## src/rtl/bram_playback_ctrl_pkg.sv

```systemverilog
// bram_playback_pkg: shared types and constants for the BRAM playback controller
package bram_playback_pkg;
    localparam int WORD_W = 512;
    localparam int BYTE_OFS = 6;
    typedef logic [WORD_W-1:0] word_t;
    typedef enum logic [1:0] {IDLE, RUN, DRAIN} state_t;
endpackage

```

## src/rtl/bram_playback_ctrl_fifo.sv

```systemverilog
// playback_fifo: first-word-fall-through FIFO of {tlast, tdata} with occupancy count
module playback_fifo
    import bram_playback_pkg::*;
#(
    parameter int W = 513,
    parameter int DEPTH = 4,
    localparam int CW = $clog2(DEPTH + 1),
    localparam int AW = $clog2(DEPTH)
) (
    input  logic          clk,
    input  logic          rst,
    input  logic          wr,
    input  logic [W-1:0]  din,
    input  logic          rd,
    output logic [W-1:0]  dout,
    output logic          empty,
    output logic [CW-1:0] count
);
    logic [W-1:0] mem [DEPTH];
    logic [AW-1:0] wr_ptr, rd_ptr;
    logic do_rd;

    function automatic logic [AW-1:0] inc(input logic [AW-1:0] p);
        return (p == AW'(DEPTH - 1)) ? '0 : p + AW'(1);
    endfunction

    assign empty = count == '0;
    assign do_rd = rd && !empty;
    // Head is forced to zero while empty so idle outputs read as zero
    assign dout = empty ? '0 : mem[rd_ptr];

    always_ff @(posedge clk or posedge rst) begin
        if (rst) begin
            wr_ptr <= '0;
            rd_ptr <= '0;
            count <= '0;
        end else begin
            wr_ptr <= wr ? inc(wr_ptr) : wr_ptr;
            rd_ptr <= do_rd ? inc(rd_ptr) : rd_ptr;
            count <= count + CW'(wr) - CW'(do_rd);
        end
    end

    always_ff @(posedge clk) begin
        if (wr) mem[wr_ptr] <= din;
    end

    always @(posedge clk) begin
        if (!rst) assert (!(wr && !do_rd && count == CW'(DEPTH)));
    end
endmodule

```

## src/rtl/bram_playback_ctrl.sv

```systemverilog
// bram_playback_ctrl: streams a [start, stop) range of BRAM words onto AXI4-Stream,
// once or looping, with credit-based read issue into a small output FIFO.
module bram_playback_ctrl
    import bram_playback_pkg::*;
#(
    parameter int DATA_W = 512,
    parameter int ADDR_W = 12,
    parameter int RD_LAT = 2,
    parameter int FIFO_DEPTH = 4
) (
    input  logic              clk,
    input  logic              rst,
    input  logic              enable,
    input  logic              loop_en,
    input  logic [31:0]       start_ptr,
    input  logic [31:0]       stop_ptr,
    output logic [ADDR_W-1:0] bram_addr,
    output logic              bram_en,
    input  logic [DATA_W-1:0] bram_dout,
    output logic [DATA_W-1:0] m_axis_tdata,
    output logic              m_axis_tvalid,
    input  logic              m_axis_tready,
    output logic              m_axis_tlast,
    output logic              busy,
    output logic              cfg_err,
    output logic [15:0]       pass_cnt
);
    localparam int CW = $clog2(FIFO_DEPTH + 1);

    state_t state, state_nx;
    logic [ADDR_W-1:0] s_w, e_w, s_reg, e_reg, rd_ptr;
    logic [RD_LAT-1:0] vld_sr, last_sr;
    logic [CW-1:0] inflight, fifo_count;
    logic armed, issue, last_rd, start, bad_cfg, fifo_empty;
    logic unused_ptr_bits;

    assign s_w = start_ptr[BYTE_OFS +: ADDR_W];
    assign e_w = stop_ptr[BYTE_OFS +: ADDR_W];
    assign unused_ptr_bits = ^{start_ptr[31:BYTE_OFS+ADDR_W], start_ptr[BYTE_OFS-1:0],
                               stop_ptr[31:BYTE_OFS+ADDR_W], stop_ptr[BYTE_OFS-1:0]};

    assign bad_cfg = e_w <= s_w;
    // armed requires enable to have been low since the last start
    assign start = state == IDLE && enable && armed && !bad_cfg;
    assign last_rd = rd_ptr == e_reg - ADDR_W'(1);
    assign issue = state == RUN && enable &&
                   ({1'b0, inflight} + {1'b0, fifo_count} < (CW+1)'(FIFO_DEPTH));
    assign bram_en = issue;
    assign bram_addr = rd_ptr;
    assign busy = state != IDLE;
    assign m_axis_tvalid = !fifo_empty;

    always_ff @(posedge clk or posedge rst) begin
        if (rst) state <= IDLE;
        else state <= state_nx;
    end

    always_comb begin
        state_nx = state;
        case (state)
            IDLE:    if (start) state_nx = RUN;
            RUN:     if (!enable || (issue && last_rd && !loop_en)) state_nx = DRAIN;
            DRAIN:   if (inflight == '0 && fifo_empty) state_nx = IDLE;
            default: state_nx = IDLE;
        endcase
    end

    always_ff @(posedge clk or posedge rst) begin
        if (rst) begin
            vld_sr <= '0;
            last_sr <= '0;
            inflight <= '0;
            s_reg <= '0;
            e_reg <= '0;
            rd_ptr <= '0;
            armed <= 1'b1;
            cfg_err <= 1'b0;
            pass_cnt <= '0;
        end else begin
            vld_sr <= (vld_sr << 1) | RD_LAT'(issue);
            last_sr <= (last_sr << 1) | RD_LAT'(issue && last_rd);
            inflight <= inflight + CW'(issue) - CW'(vld_sr[RD_LAT-1]);
            if (start) begin
                s_reg <= s_w;
                e_reg <= e_w;
                rd_ptr <= s_w;
            end else if (issue) begin
                rd_ptr <= last_rd ? s_reg : rd_ptr + ADDR_W'(1);
            end
            armed <= start ? 1'b0 : (!enable ? 1'b1 : armed);
            if (state == IDLE && enable && armed) cfg_err <= bad_cfg;
            if (start) pass_cnt <= '0;
            else if (m_axis_tvalid && m_axis_tready && m_axis_tlast && pass_cnt != 16'hFFFF)
                pass_cnt <= pass_cnt + 16'd1;
        end
    end

    playback_fifo #(.W(DATA_W + 1), .DEPTH(FIFO_DEPTH)) u_fifo (
        .clk   (clk),
        .rst   (rst),
        .wr    (vld_sr[RD_LAT-1]),
        .din   ({last_sr[RD_LAT-1], bram_dout}),
        .rd    (m_axis_tready),
        .dout  ({m_axis_tlast, m_axis_tdata}),
        .empty (fifo_empty),
        .count (fifo_count)
    );
endmodule

```

## config.mk

```make
export PLATFORM = sky130hd
export DESIGN_NAME = bram_playback_ctrl
export DESIGN_NICKNAME = d
export VERILOG_FILES = /design/src/rtl/bram_playback_ctrl_pkg.sv /design/src/rtl/bram_playback_ctrl_fifo.sv /design/src/rtl/bram_playback_ctrl.sv
export SDC_FILE = /design/constraint.sdc
export NUM_CORES = 2
export LEC_CHECK = 0
export CAP_MARGIN = 20
export CORE_AREA = 5 5 434 436
export CTS_BUF_LIST = sky130_fd_sc_hd__clkbuf_8
export DETAILED_ROUTE_END_ITERATION = 6
export DIE_AREA = 0 0 439 441
export PLACE_DENSITY = 0.65
export SETUP_SLACK_MARGIN = 0.5
export SKIP_LAST_GASP = 1
export SLEW_MARGIN = 20
export SYNTH_ARGS = -nofsm -noshare
export SYNTH_HDL_FRONTEND = slang
export SYNTH_SLANG_ARGS = --single-unit
```

## constraint.sdc

```tcl
create_clock -name clk -period 31.9 [get_ports clk]
set_input_delay 9.57 -clock clk [delete_from_list [all_inputs] [get_ports clk]]
set_output_delay 9.57 -clock clk [all_outputs]
set_load 0.05 [all_outputs]
```

==> summary.txt <==
Outcome
  – Run status: complete, no violations

Timing
  – Final min period: roughly 22 ns
  – RSZ-0062 raised after global routing: false
  – Setup Skew: approximately 0.053 ns
  – Fmax: roughly 46 MHz
  – Post-route clock period utilization: 0.687
  – Worst Tran Pin Value: 1.14 ns
  – Final Hold Fails: 0
  – Setup violators final: 0
  – Fin Setup TNS: 0 ns
  – Worst relative slew slack: 0.243
  – Pins Over Slew Limit: 0

Final layout
  – Share of cells above drive strength 1: 0.191
  – Final core utilization: 0.550
  – Area grow syn2layout: 24.8%
  – Cell area after layout: 0.101 mm²
  – Biggest register: u_fifo.mem
  – Final net count: ~5600
  – Biggest regs: u_fifo.mem (2052), pass_cnt (16)
  – Max reg flops: around 2100

Floorplan
  – Core Rows: approximately 160
  – DIE AREA: 0.194 mm²
  – I/O pin total: around 1100
  – Die Y: 441 µm
  – Starting Density: 0.441
  – Die W: between 400 and 500 µm
  – Core area: 0.184 mm²

Synth
  – Mapped Avg Cell Area: about 22 µm²
  – Post-Syn Area: 0.0812 mm²
  – Synth Warn #: 0
  – Count leader, synth: edfxtp_1
  – Most frequent cells after synthesis: edfxtp_1 (2052), and2_1 (521), mux4_2 (513)
  – Gate Count Post-Synth: between 3000 and 4000
  – Cell taking the most area after synthesis: edfxtp_1
  – Flops & latches, synth: between 2000 and 2500
  – Syn_nets: between 4000 and 5000
  – Ys flop type: edfxtp_1
  – Synth top area share: 0.759
  – Largest cells by area after synthesis: edfxtp_1 (76%), mux4_2 (14%), and2_1 (4.0%), dfrtp_1 (2.1%), clkbuf_1 (0.51%)
  – Post-synthesis sequential area ratio: 0.780
  – Synth unique cells: between 60 and 70
  – Post-synth EDFFs: between 2000 and 2500
  – Post-synth ARST share: 0.0330

Global route
  – Largest net degree at the start of global routing: 140
  – Grt total ovfl: 0
  – Initial antenna violation count: 87
  – Vias in the first global route: roughly 43000
  – First-pass GRT wire length: approximately 300 mm
  – Total global-route track usage: 0.217

Routing
  – Vias per cell: 5.27
  – Pre-Repair DR Iteration Count: 5
  – Remaining DRCs: 0
  – Via count: 41000
  – Initial DRC count: between 2000 and 3000
  – WL/cell: roughly 27 µm
  – Routed WL: between 200 and 250 mm
  – Detail Route Antenna Nets: 0

Clock network
  – Clk Latency, worst-skew pair: a little over 1 ns
  – Post-CTS setup buffer count: 0
  – Htree depth: 5
  – Clock sinks: roughly 2100
  – Root Buffer: clkbuf_8
  – Num CTS Buffers: between 300 and 400
  – CTS tree: yes
  – CTS Buffer Depth: 4
  – Hold_buf cts: 0
  – Post_cts resized: 0
  – Clock-pin slew on the worst setup and hold paths: ~0.06 ns

Worst setup path
  – WS Path Type: in2out
  – CP max FO: 18
  – R2R setup slack: approximately 28 ns
  – Data required time at the worst endpoint: 22.33 ns
  – Startpoint Class: primary input
  – Crit end category: output pin
  – Worst EP arrival: roughly 12 ns

Flow run
  – Max-cap viol count: 0

Power and ir drop
  – Pwr dens: 96.7 mW/mm²
  – Leak: ~0.033 µW
  – Design Power: approximately 9800 µW
  – Worst VDD drop: 0.0000862 V

Placed design
  – Number of I/O port buffers: approximately 1100
  – Gpl congestion: about 0.8
  – Post-DP HPWL: 138 mm
  – Cell Area, Placed: between 0.09 and 0.1 mm²

Min path
  – HP Class: reg2reg
==> cell type report <==
type	count	area [µm²]
clock inverters	236	1050
clock buffers	378	5200
well taps	2480	3100
inverters	34	128
fillers	14300	82900
diodes	43	108
repair buffers	1140	11400
multi-input cells	1356	17000
flip-flops and latches	2122	63400
==> per-layer routing <==
metal,share of wire,GRT usage,wire length [µm],vias up
li1,-,-,-,17800
met1,0.36,0.257,78100,21400
met2,0.52,0.363,110000,1455
met3,0.081,0.0724,17300,444
met4,0.038,0.0979,8100,30
met5,0.00093,0,200,-
==> per-stage QoR <==
| stage | instances | hold slack [ns] | setup WS, ns |
|---|---|---|---|
| 2_1_floorplan | 3701 | 0.331 | 11.44 |
| 3_3_place_gp | 7132 | 0.335 | 10.07 |
| 3_5_place_dp | 7132 | 0.340 | 10.02 |
| 4_1_cts | 7746 | 0.361 | 10.00 |
| 5_1_grt | 7781 | 0.370 | 9.92 |
| 6_report | 7789 | 0.356 | 9.98 |
==> cell families (layout without fill, tap and decap cells) <==
| logic type | after synthesis | count (layout) | synth area share |
|---|---|---|---|
| multiplexers | 523 | 523 | 0.143 |
| other | 0 | 43 | 0 |
| flip-flops | 2122 | 2122 | 0.780 |
| adder cells (fa/ha/maj) | 28 | 28 | 0.00450 |
| AND/OR/NAND/NOR | 698 | 698 | 0.0510 |
| AO/OA/AOI/OAI | 71 | 71 | 0.00644 |
| XOR/XNOR | 36 | 36 | 0.00388 |
| buffers and inverters | 223 | 1788 | 0.0105 |
==> cells in the final DEF, fill, tap and decap left out, types with 47 or more instances in the layout <==
cell and count:
clkbuf_8 378, edfxtp_1 2052, dfrtp_1 67, clkinv_1 81, nand2_1 70, inv_1 152
clkdlybuf4s50_1 1085, mux4_2 513, buf_4 47, and2_1 517
==> worst max-delay path: stages <==
cell and delay (ns):
clkdlybuf4s50_1 0.56, nand2_1 0.10, a311o_1 0.63, inv_1 0.55, clkdlybuf4s50_1 0.92
==> power by group <==
part / switching (µW) / internal (µW)
logic: 2810 / 1580
clock network: 1040 / 1120
registers: 82.4 / 3160
==> worst paths after layout <==
path,startpoint,endpoint,depth (start not counted)
setup / recovery,enable,bram_en,5
hold / removal,last_sr[0],last_sr[1],0
setup reg to reg,u_fifo.wr_ptr[0],u_fifo.mem[2][160],6
hold reg to reg,last_sr[0],last_sr[1],0
max in group asynchronous,rst,u_fifo.rd_ptr[1],3
min in group asynchronous,rst,pass_cnt[5],3
No activity file was read; power rests on OpenSTA's default activity.
